## src/rtl/ysyx_lsu_pkg.sv

```systemverilog
// Shared types and constants for the EXU-side load/store unit.
package ysyx_lsu_pkg;

    typedef enum logic [2:0] {
        IDLE,
        RADDR,
        RDATA,
        WREQ,
        WRESP,
        DONE
    } lsu_state_e;

    // funct3 access sizes; any other encoding behaves as a word access
    localparam logic [2:0] LSU_B  = 3'd0;
    localparam logic [2:0] LSU_H  = 3'd1;
    localparam logic [2:0] LSU_W  = 3'd2;
    localparam logic [2:0] LSU_BU = 3'd4;
    localparam logic [2:0] LSU_HU = 3'd5;

    // AXI response codes
    localparam logic [1:0] OKAY   = 2'd0;
    localparam logic [1:0] SLVERR = 2'd2;

    // Natural-alignment test for an access of the given size at byte offset off
    function automatic logic lsu_misaligned(input logic [2:0] fn, input logic [1:0] off);
        case (fn)
            LSU_B, LSU_BU: return 1'b0;
            LSU_H, LSU_HU: return off[0];
            default:       return off != 2'd0;
        endcase
    endfunction

endpackage

```

## src/rtl/ysyx_lsu_align.sv

```systemverilog
// Byte-lane steering for stores and lane extraction/extension for loads.
module ysyx_lsu_align
    import ysyx_lsu_pkg::*;
#(
    parameter int BIT_W = 32
) (
    input  logic [2:0]         fn,
    input  logic [1:0]         off,
    input  logic [BIT_W-1:0]   st_data,
    output logic [BIT_W-1:0]   st_lanes,
    output logic [BIT_W/8-1:0] st_strb,
    input  logic [BIT_W-1:0]   ld_word,
    output logic [BIT_W-1:0]   ld_data
);

    localparam int SW = BIT_W / 8;

    logic [SW-1:0]    base_strb;
    logic [BIT_W-1:0] shifted;

    // Store: move low-aligned data and strobes up to the addressed byte; high lanes fall off
    always_comb begin
        base_strb = '1;
        case (fn)
            LSU_B, LSU_BU: base_strb = SW'(1);
            LSU_H, LSU_HU: base_strb = SW'(3);
            default:       base_strb = '1;
        endcase
        st_strb  = base_strb << off;
        st_lanes = st_data << {off, 3'b000};
    end

    // Load: bring the addressed byte down to bit 0, then extend to full width
    always_comb begin
        shifted = ld_word >> {off, 3'b000};
        ld_data = shifted;
        case (fn)
            LSU_B:   ld_data = {{(BIT_W-8){shifted[7]}}, shifted[7:0]};
            LSU_H:   ld_data = {{(BIT_W-16){shifted[15]}}, shifted[15:0]};
            LSU_BU:  ld_data = {{(BIT_W-8){1'b0}}, shifted[7:0]};
            LSU_HU:  ld_data = {{(BIT_W-16){1'b0}}, shifted[15:0]};
            default: ld_data = shifted;
        endcase
    end

endmodule

```

## src/rtl/ysyx_lsu_ctrl.sv

```systemverilog
// EXU load/store request to AXI4-Lite master bridge.
// Optional: define YSYX_LSU_FAULT_EN to report bus errors and to short-circuit
// misaligned requests with a fault instead of issuing them.
module ysyx_lsu_ctrl
    import ysyx_lsu_pkg::*;
#(
    parameter int BIT_W = 32
) (
    input  logic               clk,
    input  logic               rst,
    input  logic               lsu_avalid,
    input  logic               lsu_ren,
    input  logic               lsu_wen,
    input  logic [BIT_W-1:0]   lsu_addr,
    input  logic [BIT_W-1:0]   lsu_wdata,
    input  logic [3:0]         lsu_fn,
    output logic [BIT_W-1:0]   lsu_rdata,
    output logic               lsu_rvalid,
    output logic               lsu_wready,
    output logic               lsu_fault,
    output logic [BIT_W-1:0]   araddr,
    output logic               arvalid,
    input  logic               arready,
    input  logic [BIT_W-1:0]   rdata,
    input  logic [1:0]         rresp,
    input  logic               rvalid,
    output logic               rready,
    output logic [BIT_W-1:0]   awaddr,
    output logic               awvalid,
    input  logic               awready,
    output logic [BIT_W-1:0]   wdata,
    output logic [BIT_W/8-1:0] wstrb,
    output logic               wvalid,
    input  logic               wready,
    input  logic [1:0]         bresp,
    input  logic               bvalid,
    output logic               bready
);

    lsu_state_e state, state_nxt;

    logic [BIT_W-1:0]   addr_q;
    logic [BIT_W-1:0]   wdata_q;
    logic [2:0]         fn_q;
    logic               load_q;
    logic               fault_q;
    logic               aw_done;
    logic               w_done;
    logic [BIT_W-1:0]   ld_data;
    logic [BIT_W-1:0]   st_lanes;
    logic [BIT_W/8-1:0] st_strb;
    logic               accept_ld;
    logic               accept_st;
    logic               req_skip;
    logic               rd_err;
    logic               wr_err;
    logic               unused_fn_msb;

    assign accept_ld     = lsu_avalid & lsu_ren;
    assign accept_st     = lsu_avalid & lsu_wen & ~lsu_ren;
    assign unused_fn_msb = lsu_fn[3];

`ifdef YSYX_LSU_FAULT_EN
    assign req_skip = lsu_misaligned(lsu_fn[2:0], lsu_addr[1:0]);
    assign rd_err   = rresp != OKAY;
    assign wr_err   = bresp != OKAY;
`else
    logic unused_resp;
    assign unused_resp = ^{rresp, bresp};
    assign req_skip    = 1'b0;
    assign rd_err      = 1'b0;
    assign wr_err      = 1'b0;
`endif

    ysyx_lsu_align #(.BIT_W(BIT_W)) u_align (
        .fn       (fn_q),
        .off      (addr_q[1:0]),
        .st_data  (wdata_q),
        .st_lanes (st_lanes),
        .st_strb  (st_strb),
        .ld_word  (rdata),
        .ld_data  (ld_data)
    );

    // State register
    always_ff @(posedge clk) begin
        if (!rst) state <= IDLE;
        else      state <= state_nxt;
    end

    // Next-state and bus/response outputs, all decoded from the current state
    always_comb begin
        state_nxt  = state;
        arvalid    = 1'b0;
        araddr     = '0;
        rready     = 1'b0;
        awvalid    = 1'b0;
        awaddr     = '0;
        wvalid     = 1'b0;
        wdata      = '0;
        wstrb      = '0;
        bready     = 1'b0;
        lsu_rvalid = 1'b0;
        lsu_wready = 1'b0;
        case (state)
            IDLE: begin
                if (accept_ld)      state_nxt = req_skip ? DONE : RADDR;
                else if (accept_st) state_nxt = req_skip ? DONE : WREQ;
            end
            RADDR: begin
                arvalid = 1'b1;
                araddr  = addr_q;
                if (arready) state_nxt = RDATA;
            end
            RDATA: begin
                rready = 1'b1;
                if (rvalid) state_nxt = DONE;
            end
            WREQ: begin
                // AW and W retire independently; leave once both have been taken
                awvalid = ~aw_done;
                awaddr  = addr_q;
                wvalid  = ~w_done;
                wdata   = st_lanes;
                wstrb   = st_strb;
                if ((aw_done | awready) & (w_done | wready)) state_nxt = WRESP;
            end
            WRESP: begin
                bready = 1'b1;
                if (bvalid) state_nxt = DONE;
            end
            DONE: begin
                // EXU still holds avalid here, so no request is sampled
                lsu_rvalid = load_q;
                lsu_wready = ~load_q;
                state_nxt  = IDLE;
            end
            default: state_nxt = IDLE;
        endcase
    end

    assign lsu_fault = (state == DONE) & fault_q;

    // Request capture, write-channel bookkeeping and load-result register
    always_ff @(posedge clk) begin
        if (!rst) begin
            addr_q    <= '0;
            wdata_q   <= '0;
            fn_q      <= '0;
            load_q    <= 1'b0;
            fault_q   <= 1'b0;
            aw_done   <= 1'b0;
            w_done    <= 1'b0;
            lsu_rdata <= '0;
        end else begin
            case (state)
                IDLE: begin
                    aw_done <= 1'b0;
                    w_done  <= 1'b0;
                    fault_q <= req_skip;
                    if (accept_ld | accept_st) begin
                        addr_q <= lsu_addr;
                        fn_q   <= lsu_fn[2:0];
                        load_q <= lsu_ren;
                    end
                    if (accept_st) wdata_q <= lsu_wdata;
                end
                RDATA: begin
                    if (rvalid) begin
                        lsu_rdata <= ld_data;
                        fault_q   <= rd_err;
                    end
                end
                WREQ: begin
                    if (awready) aw_done <= 1'b1;
                    if (wready)  w_done  <= 1'b1;
                end
                WRESP: begin
                    if (bvalid) fault_q <= wr_err;
                end
                default: ;
            endcase
        end
    end

endmodule

```

## config.mk

```make
export PLATFORM = sky130hd
export DESIGN_NAME = ysyx_lsu_ctrl
export DESIGN_NICKNAME = d
export VERILOG_FILES = /design/src/rtl/ysyx_lsu_pkg.sv /design/src/rtl/ysyx_lsu_align.sv /design/src/rtl/ysyx_lsu_ctrl.sv
export SDC_FILE = /design/constraint.sdc
export NUM_CORES = 1
export LEC_CHECK = 0
export ABC_AREA = 1
export BUFFER_PORTS_ARGS = -buffer_cell sky130_fd_sc_hd__buf_2
export CAP_MARGIN = 20
export CORE_MARGIN = 3
export CORE_UTILIZATION = 47
export CTS_CLUSTER_SIZE = 30
export DETAILED_ROUTE_END_ITERATION = 10
export GPL_TIMING_DRIVEN = 0
export PLACE_DENSITY = 0.92
export SLEW_MARGIN = 30
export SYNTH_ARGS = -nofsm -noshare
export SYNTH_HDL_FRONTEND = slang
export SYNTH_SLANG_ARGS = --single-unit
```

## constraint.sdc

```tcl
create_clock -name clk -period 1.9 [get_ports clk]
set_input_delay 0.38 -clock clk [delete_from_list [all_inputs] [get_ports clk]]
set_output_delay 0.38 -clock clk [all_outputs]
set_load 0.02 [all_outputs]
```

; ---- Word-level counts from Yosys, hierarchy flattened
; Index checks and enable logic that the tools add are counted.
[totals]
ff_bits = 106
inputBits = 114
output_inout_bits = 140
wordCells = 79
[classes]
eq_ne = 15
n_shift = 3
mux = 27
n_bitwise = 12
n_reduce_logical = 13
[ops]
columns = cell, n
row1 = $pmux W32 S4, 1
row2 = $mux W32, 3
row3 = $shl A32 B5 Y32, 1
row4 = $shr A32 B5 Y32, 1
row5 = $mux W3, 6
row6 = $pmux W3 S5, 1
row7 = $eq A3 B3 Y1 const B, 4
row8 = $ne A2 B2 Y1 const B, 6
row9 = $mux W1, 11
row10 = $reduce_and A2 Y1, 5
row11 = $pmux W4 S2, 1
row12 = $eq A3 B1 Y1 const B, 2
row13 = $eq A3 B2 Y1 const B, 2
row14 = $logic_not A3 Y1, 2
row15 = $and A1 B1 Y1, 5
row16 = $reduce_and A5 Y1, 1
row17 = $mux W4, 1
row18 = $not A1 Y1, 4
row19 = $pmux W1 S2, 2
row20 = $reduce_or A2 Y1, 2
row21 = $shl A4 B2 Y4, 1
row22 = $ne A3 B3 Y1 const B, 1
row23 = $or A1 B1 Y1, 3
row24 = $pmux W1 S3, 1
row25 = 3 further kinds, 3

; ---- Logic depth before layout (Yosys ltp)
[depth]
depth_word = 5
depth_mapped = 11
mapped_depth_nobuf = 10

; ---- Modules after synthesis
; A second synthesis with hierarchy kept.
[unflattened]
hier_cells = 924
hier_area_um2 = 5864.4
[by_module_without_submodules]
columns = module, n_inst, cells_per_inst, area_each_um2, seq_area_each_um2
row1 = ysyx_lsu_ctrl, 1, 660, 4465.5, 2102.0
row2 = ysyx_lsu_align, 1, 264, 1398.8, 0.0

; ---- Worst setup path before layout
; OpenSTA, ideal clock, no wires.
[synth_timing]
kind = register -> output
startpoint = register state[2]
endpoint = output wdata[23]
arrival_time_ps = 1616
required_ps = 1520
setup_slack_ps = -96
stages_incl_launch_ff = 6
n_path_buf = 0
cell_sequence = dfxtp_1 -> inv_2 -> nand3_4 -> nor2_1 -> nand2_1 -> o22ai_1
[synth_via]
elab_chain_len = 2
[synth_lines]
columns = item, line_no
row1 = start: declaration, ysyx_lsu_ctrl.sv:40  ; lsu_state_e state, state_nxt;
row2 = start signal: assignment, ysyx_lsu_ctrl.sv:88  ; else state <= state_nxt;
row3 = $eq A3 B2 Y1, ysyx_lsu_ctrl.sv:105  ; case (state)
row4 = $mux W32, ysyx_lsu_ctrl.sv:105
row5 = end: declaration, ysyx_lsu_ctrl.sv:31  ; output logic [BIT_W-1:0] wdata,
; Every way passes these cells.

; ---- Final worst setup path
[layout_timing]
startpoint = register state[2]
endpoint = output wdata[20]
; The elaborated chain is that of the path after synthesis.

==> flow_summary.toml <==
[outcome]
status = "finished with violations"
violations = "negative setup slack"

[route]
ant_nets = 0
wl_met3_mm = 1.89
dr.pass1.iters = 5
drt-total-wl_mm = 21.8
wire_per_inst_um = 17.1
route.met2.wl_mm = 10.6
wl_met1_mm = 8.35
avgViaCountPerCell = 5.43
drt_iter0_drc = 589
vias = 6918
route.detailed.drc = 0
top_layer = "met5"

[sta]
rsz0062_at_grt = "yes"
final-setup-viol-count = 47
hold_viol = 0
min_period_over_period_pct = 111
fin_worst_skew_ns = 0.0122
slew-limit-headroom_pct = 61.1
tns_ns = -4.47
maxSlewViolCount = 0
worst_pin_slew_ns = 0.583
setup_ws_ns = -0.212
post-route-min-period_ns = 2.11
max_freq_mhz = 473

[worst_setup_path]
crit_type = "flop to output pin"
crit_path_top_delay_cell = "dfxtp_4"
cp.arrival_ns = 1.73
end_kind = "output pin"
start_kind = "flop"
crit_required_ns = 1.52
cp_common_cell = "inv_4"
cpPeakStageDelay_ns = 0.37
path_cells = "inv_4, nand3_4, nor2_4, inv_4, buf_12, o32ai_1, buf_2"
crit_fanout = 10

[synth]
post_synth_num_cell_types = 30
synthMuxAreaShare_pct = 0.184
synth_fa_ha_area_share_pct = 0
yosys.area_share.simple_pct = 30.3
synth_compound_area_share_pct = 19.2
netlist_area_um2 = 5440
synth_edf_count = 0
synth_xor_area_share_pct = 0
synth_top_family_by_area = "simple AND/OR/NAND/NOR gates"
synth.ff_latch_count = 105
avgSynthCellArea_um2 = 6.41
synth-main-ff-cell = "dfxtp_1"
ys_async_sr_fraction_pct = 0
syn_inst = 849
yosys_warnings = 0
ys_seq_area_share_pct = 38.6
syn-num-nets = 963

[job]
max_cap_violations = 0

[floorplanning]
ioPinCount = 254
die_area_um2 = 12900
coreArea_um2 = 11100
die_x_um = 114
start_util_pct = 49.1
rows = 38
die_h_um = 114

[cells_and_area]
fillers = 878
drive_gt1_share_pct = 37.6
syn2layout_area_growth_pct = 51.2
fin_nets = 1243

[grt]
grt_overflow = 0
grt_first_pass_wirelength_mm = 31.4
grt_pass1_vias = 6339
track_usage_pct = 30.3
antenna_found_initial = 2
grt_max_degree = 20

[placed_design]
finalWeightedCongestion = 0.951
dp_hpwl_mm = 15.0
io_buffers = 247

[clock_tree]
cts_max_level = 3
cts_sinks = 105
cts_tree = "done"
cts_made_buffers = 9
clockBufferDepth = 2
cts-root-buf = "clkbuf_16"
path_clk_slew_ns = 0.08
clkLatencyLatePin_ns = 0.34
cts_hold_buf = 0

[power]
peakVddDrop_uv = 919
powerDensity_nw_per_um2 = 1200
power.leakage_nw = 3.91
finalPower_mw = 9.87

[worst_hold_path]
hold_class = "primary input to flop"
==> metrics by stage <==
stage | util [%] | setup WS, ns | instance area [um2] | std cells | hold slack [ns]
after floorplan | - | -0.0178 | 5470 | 849 | 0.445
after global placement | 62.1 | -0.181 | 6880 | 1236 | 0.467
after detailed placement | 62.1 | -0.231 | 6880 | 1236 | 0.474
after CTS | 69.6 | -0.145 | 7710 | 1259 | 0.289
after global routing | 74.3 | -0.250 | 8230 | 1275 | 0.294
final | 74.3 | -0.212 | 8230 | 1275 | 0.289
==> kinds of logic (layout without fill, tap and decap cells) <==
family | Yosys count | in the layout
and+or+nand+nor | 401 | 401
AOI/OAI and AO/OA | 193 | 193
buffers and inverters | 148 | 433
DFF | 105 | 105
other | 1 | 2
muxes | 1 | 1
==> final cells by class <==
| class | instances | area (um2) | area share (%) |
|---|---|---|---|
| clock inverters | 6 | 47.5 | 0.578 |
| diodes | 1 | 2.50 | 0.0304 |
| clock buffers | 10 | 239 | 2.90 |
| flip-flops and latches | 105 | 2120 | 25.8 |
| plain buffers | 55 | 448 | 5.44 |
| multi-input cells | 596 | 3090 | 37.5 |
| repair buffers | 271 | 1760 | 21.4 |
| inverters | 91 | 352 | 4.27 |
| well taps | 140 | 175 | 2.13 |
==> flip-flops by register name, indices dropped and copies added, names as in the netlist <==
name	count
addr_q	32
aw_done	1
fn_q	3
load_q	1
lsu_rdata	32
state	3
w_done	1
wdata_q	32
==> placed cells by master, fill, tap and decap left out, types with 13 or more instances in the layout <==
cell type	instances
clkbuf_1	13
dfxtp_1	100
nor2_1	201
inv_1	77
nor2_2	30
o21ai_0	73
a21oi_1	70
nand2_1	83
nand3_1	48
buf_6	25
buf_4	106
o21ai_1	20
buf_2	165
==> cell usage after synthesis (2+ instances only) <==
cell type,count,area [um2]
inv_2,7,26.3
nor3_1,8,40.0
nand2_1,86,323
nor2_1,240,901
nand3_1,48,240
o21ai_1,17,85.1
nand2_2,4,25.0
dfxtp_1,105,2100
clkbuf_1,22,82.6
o32ai_1,15,131
inv_1,81,304
buf_1,2,7.51
buf_2,27,135
a21oi_1,70,350
o211ai_1,7,52.6
nor2_4,2,22.5
buf_6,5,56.3
o21ai_0,82,410
or2_2,8,50.1
clkinv_1,2,7.51
nand3b_1,2,15.0
==> path summary, 6_finish.rpt <==
| kind | cells after the start | startpoint | slack [ns] | to |
|---|---|---|---|---|
| max | 7 | state[2] | -0.21 | wdata[20] |
| min | 3 | lsu_wdata[22] | 0.29 | wdata_q[22] |
| max reg2reg | 8 | state[2] | 0.11 | addr_q[0] |
| min reg2reg | 2 | w_done | 0.49 | w_done |
==> per-layer routing <==
metal  global-route usage, %  vias to the layer above
li1                        -                     3278
met5                       0                        -
met1                    35.8                     3166
met3                    6.37                       85
met4                    12.0                        2
met2                    53.3                      387
==> critical path, delay by kind of cell (launching register included) <==
family | cells | cell delay [ns]
AO/OA/AOI/OAI | 1 | 0.24
buffers and inverters | 4 | 0.53
flip-flops | 1 | 0.37
AND/OR/NAND/NOR | 2 | 0.24
==> where the power goes <==
group          switching [mW]  total [mW]  leakage, nW  internal [mW]
Clock                   0.866        1.81        0.145          0.943
Combinational            3.21        5.10         2.91           1.88
Sequential              0.270        2.97        0.862           2.70
Total                    4.35        9.87         3.91           5.52
==> repair_timing <==
item                       in CTS  in global routing
hold endpoints to repair        0                  0
buffers inserted                9                 13
pin swaps                       3                  7
gates cloned                    0                  2
resized for setup             149                130
setup endpoints to repair      99                100
Note: power is estimated with default switching activity, not from simulation.
